[config.mk]
export PLATFORM = sky130hd
export DESIGN_NAME = cache_refill_ctrl
export DESIGN_NICKNAME = d
export VERILOG_FILES = /design/src/rtl/cache_refill_ctrl.sv
export SDC_FILE = /design/constraint.sdc
export NUM_CORES = 1
export LEC_CHECK = 0
export ABC_AREA = 1
export CORE_MARGIN = 2
export CORE_UTILIZATION = 33
export CTS_CLUSTER_SIZE = 25
export DETAILED_ROUTE_END_ITERATION = 8
export PLACE_DENSITY = 0.88
export SYNTH_ARGS = -nofsm -noshare
export SYNTH_HDL_FRONTEND = slang
export SYNTH_SLANG_ARGS = --single-unit
[constraint.sdc]
create_clock -name clk -period 2.05 [get_ports clk]
set_input_delay 0.41 -clock clk [delete_from_list [all_inputs] [get_ports clk]]
set_output_delay 0.41 -clock clk [all_outputs]
set_load 0.005 [all_outputs]
[src/rtl/cache_refill_ctrl.sv]
// Miss-handling refill controller: issues one line-aligned burst read per miss,
// writes each returned beat into the data bank, forwards the critical word and installs the tag.
module cache_refill_ctrl #(
  parameter int BYTES_PER_LINE = 16,
  parameter int NUM_LINE       = 256,
  parameter int OFFSET_WIDTH   = $clog2(BYTES_PER_LINE),
  parameter int INDEX_WIDTH    = $clog2(NUM_LINE),
  parameter int TAG_WIDTH      = 32 - OFFSET_WIDTH - INDEX_WIDTH,
  parameter int WORDS_PER_LINE = BYTES_PER_LINE / 4,
  parameter int WORD_SEL_WIDTH = $clog2(WORDS_PER_LINE)
) (
  input  logic                      clk,
  input  logic                      reset,
  input  logic                      miss_valid,
  output logic                      miss_ready,
  input  logic [TAG_WIDTH-1:0]      miss_tag,
  input  logic [INDEX_WIDTH-1:0]    miss_index,
  input  logic [OFFSET_WIDTH-1:0]   miss_offset,
  output logic                      rd_req,
  output logic [31:0]               rd_addr,
  input  logic                      rd_addr_ok,
  input  logic                      ret_valid,
  input  logic                      ret_last,
  input  logic [31:0]               ret_data,
  output logic                      data_we,
  output logic [INDEX_WIDTH-1:0]    data_index,
  output logic [WORD_SEL_WIDTH-1:0] data_word,
  output logic [31:0]               data_wdata,
  output logic                      tag_we,
  output logic [TAG_WIDTH-1:0]      tag_wdata,
  output logic                      crit_valid,
  output logic [31:0]               crit_data,
  output logic                      refill_done,
  output logic                      proto_err
);

  typedef enum logic [1:0] {IDLE, REQ, RECV, DONE} state_e;

  localparam logic [WORD_SEL_WIDTH-1:0] LAST_WORD = WORD_SEL_WIDTH'(WORDS_PER_LINE - 1);

  state_e                    state_q;
  logic [TAG_WIDTH-1:0]      tag_q;
  logic [INDEX_WIDTH-1:0]    index_q;
  logic [WORD_SEL_WIDTH-1:0] crit_sel_q;
  logic [WORD_SEL_WIDTH-1:0] cnt_q;
  logic                      crit_done_q;
  logic                      proto_err_q;
  logic                      beat;

  // Shifting the whole offset drops the byte-in-word bits to leave the word select.
  always_ff @(posedge clk) begin
    if (reset) begin
      state_q     <= IDLE;
      tag_q       <= '0;
      index_q     <= '0;
      crit_sel_q  <= '0;
      cnt_q       <= '0;
      crit_done_q <= 1'b0;
      proto_err_q <= 1'b0;
    end else begin
      case (state_q)
        IDLE: begin
          if (miss_valid) begin
            tag_q       <= miss_tag;
            index_q     <= miss_index;
            crit_sel_q  <= WORD_SEL_WIDTH'(miss_offset >> 2);
            cnt_q       <= '0;
            crit_done_q <= 1'b0;
            state_q     <= REQ;
          end
        end
        REQ: begin
          if (rd_addr_ok) state_q <= RECV;
        end
        RECV: begin
          if (ret_valid) begin
            cnt_q <= cnt_q + WORD_SEL_WIDTH'(1);
            if (cnt_q == crit_sel_q) crit_done_q <= 1'b1;
            if (ret_last) begin
              state_q <= DONE;
              if (cnt_q != LAST_WORD) proto_err_q <= 1'b1;
            end else if (cnt_q == LAST_WORD) begin
              proto_err_q <= 1'b1;
            end
          end
        end
        DONE: state_q <= IDLE;
        default: state_q <= IDLE;
      endcase
    end
  end

  // Write strobes are masked by reset so an abort suppresses the beat arriving alongside it.
  assign beat        = (state_q == RECV) && ret_valid && !reset;
  assign miss_ready  = (state_q == IDLE);
  assign rd_req      = (state_q == REQ);
  assign rd_addr     = {tag_q, index_q, {OFFSET_WIDTH{1'b0}}};
  assign data_we     = beat;
  assign data_index  = index_q;
  assign data_word   = cnt_q;
  assign data_wdata  = ret_data;
  assign crit_valid  = beat && (cnt_q == crit_sel_q) && !crit_done_q;
  assign crit_data   = ret_data;
  assign tag_we      = (state_q == DONE) && !reset;
  assign tag_wdata   = tag_q;
  assign refill_done = (state_q == DONE) && !reset;
  assign proto_err   = proto_err_q;

endmodule
==> flow_summary.yaml <==
synthesis:
  synth_top_family_by_area: "buffers and inverters"
  synth_adder_area_share: 0.03405
  yosysWarnings: 0
  yosys.area_share.simple: 0.1549
  synthFlopType: "dfxtp_1"
  yosys-top-cells-count: "buf_4, nor2_1, dfxtp_1"
  yosysTopAreaCell: "buf_4"
  synth.distinct_cells: 20
  netlist_top_cells_area: "buf_4, dfxtp_1, nor2_1, o21ai_0, ha_1"
  avgSynthCellArea_um2: 7.423
  synth_compound_area_frac: 0.09705
  netlist_area_um2: 2205
  syn_inst: 297
  synthXorXnorAreaFrac: 0
  ys_seq_area_frac: 0.3269
  synth_edf_count: 0
  synthArstFlopShare: 0
  yosysMostFrequentCell: "buf_4"
  synthMuxAreaShare: 0
  synth_top_area_frac: 0.3303
  synth_seq_cells: 36
floorplanning:
  start_util: 0.3433
  die_w_um: 85.74
  row_count: 29
  core_region_area_um2: 6422
  die_h_um: 85.74
  die-area_um2: 7350
  boundaryPins: 203
setup_path:
  required_ps: 1640
  cp-end-kind: "output pin"
  cp-start-kind: "flop"
  reg2reg_to: "data_index[3]"
  critPathMaxStageDelay_ps: 530
  r2r_cells: 6
  worstPathCellList: "inv_1 -> ha_1 -> clkdlybuf4s50_1"
  cp_max_fo: 4
  crit_family: "buffers and inverters"
  cpMaxStageDelayCell: "clkdlybuf4s50_1"
  regToRegSetupSlack_ps: 520
  crit-reg2reg-launch: "state_q[1]"
  cp.arrival_ps: 1550
  critPathKind: "flop to output pin"
  cp_num_buf_inv: 2
grt:
  grt_max_degree: 34
  grt_first_pass_wirelength_um: 7700
  use_met2: 0.2273
  grt_use_total: 0.1332
  grt-ovfl-total: 0
  antenna_found_initial: 0
  use_met1: 0.1388
  top_usage_layer: "met2"
  use_met3: 0.05294
  grt_pass1_vias: 1582
detailed_routing:
  drt_iter0_markers: 69
  drc_errors: 13
  ant_nets: 0
  finalWirelength_um: 5017
  drt_pass1_iterations: 7
  vias_per_cell: 4.386
  routedWlPerCell_um: 13.00
  vias: 1693
power_and_ir_drop:
  p_leak_nw: 1.130
  power_mw: 3.105
  ir_drop_mv: 0.3383
  power.density_nw_per_um2: 1145
worst_hold_path:
  whs_path_depth: 2
  min_to: "proto_err"
  hold_start: "proto_err"
  hp-class: "flop to flop"
sta:
  fin_crit_sh: 0.9557
  min_period_ps: 1959
  setup_viol: 0
  finalMaxSlewViolations: 0
  finalHoldViolCount: 0
  fmax_mhz: 510.4
  skew_ps: 3.599
placement:
  place_congestion: 0.8935
  postPlaceCellArea_um2: 2572
  port_buffers: 100
  hpwl_um: 3866
finish:
  diodes: 0
  area_delta_synth_final_pct: 22.99
  design_area_um2: 2711
  fin_nets: 384
  drive_above_1_share: 0.08414
clocking:
  clkLatencyLatePin_ps: 280
  cts_tree: "yes"
  cts-root-buf: "clkbuf_8"
  cts_sinks: 36
  clock_path_buffers: 2
  clkSlewWorstSetupHoldPaths_ps: 70
  numCtsBuffers: 5
  htree_levels: 2
status:
  outcome: "complete, but fails checks"
  violations: "design-rule violations"
flow_run:
  cap_violations: 0
==> how the worst max path moves through the flow <==
| stage | depth (start not counted) | startpoint | slack [ps] | endpoint |
|---|---|---|---|---|
| final | 3 | state_q[1] | 90 | miss_ready |
| after global placement | 8 | ret_valid | -270 | crit_valid |
| after CTS | 5 | state_q[0] | 9 | refill_done |
| after detailed placement | 8 | ret_valid | -300 | crit_valid |
| after global routing | 9 | state_q[0] | -3 | crit_valid |
| after floorplan | 8 | state_q[0] | 580 | crit_valid |
==> timing repair <==
item | CTS | global route
resized for setup | 12 | 2
hold buffers | 0 | 0
buffers inserted | 1 | 0
endpoints found under the setup margin | 4 | 2
==> metrics by stage <==
step           utilization  std cells  setup WS (ps)  TNS, ps  hold slack, ps
6_report            0.4222        386          90.84        0           455.9
3_5_place_dp        0.4005        377         -295.6   -653.8           449.5
2_1_floorplan            -        300          583.0        0           428.1
3_3_place_gp        0.4005        377         -267.6   -539.5           444.2
5_1_grt             0.4222        386         -2.597   -2.597           495.2
4_1_cts             0.4214        386          8.820        0           462.3
==> per-layer routing <==
layer | wire length (um) | share of wire
met5 | 0 | 0
met4 | 186 | 0.037
met3 | 517 | 0.10
met2 | 2449 | 0.49
met1 | 1863 | 0.37
==> logic make-up (layout without fill, tap and decap cells) <==
logic type | count (synthesis) | after routing
DFF | 36 | 36
buffers and inverters | 123 | 132
AOI/OAI and AO/OA | 42 | 42
and+or+nand+nor | 89 | 89
adders and majority gates | 6 | 6
other | 1 | 4
==> registers in the layout (all words and copies together) (netlist names) <==
name         count
data_index       8
crit_sel_q       2
tag_wdata       20
state_q          2
crit_done_q      1
proto_err        1
data_word        2
==> power breakdown <==
group	switching, mW	leakage [nW]	internal (mW)
Combinational	0.640	0.778	0.813
Clock	0.257	0.0541	0.360
Sequential	0.143	0.298	0.893
Total	1.04	1.13	2.07
==> cell usage in the layout (no fill, tap or decap) <==
cell / Yosys / routed
a21oi_1: 7 / 7
a21oi_2: 1 / 1
buf_4: 97 / 6
bufinv_16: 0 / 1
clkbuf_8: 0 / 5
clkdlybuf4s50_1: 0 / 95
clkinv_2: 1 / 2
clkinvlp_4: 0 / 1
conb_1: 1 / 4
dfxtp_1: 36 / 34
dfxtp_2: 0 / 2
dlygate4sd2_1: 0 / 4
dlymetal6s2s_1: 0 / 1
ha_1: 6 / 5
ha_4: 0 / 1
inv_1: 16 / 14
inv_2: 0 / 1
inv_4: 1 / 2
nand2_1: 19 / 18
nand2_2: 1 / 2
nand3_1: 2 / 2
nor2_1: 66 / 65
nor2_2: 1 / 2
o21ai_0: 29 / 29
o21ai_1: 5 / 5
==> worst register-to-register path, cell delays in order (launching register included) <==
cell	delay (ps)
dfxtp_2	350
inv_1	110
ha_1	270
nand2_2	170
buf_4	250
o21ai_0	210
nor2_1	60
==> area by class of cell <==
cell class / instances / area, um2
Clock buffer: 5 / 68.82
Clock inverter: 3 / 42.54
Fill cell: 620 / 3711
Inverter: 18 / 73.82
Multi-Input combinational cell: 141 / 663.1
Sequential cell: 36 / 723.2
Tap cell: 77 / 96.34
Timing Repair Buffer: 106 / 1044
Power figures use the tool's default switching activity.
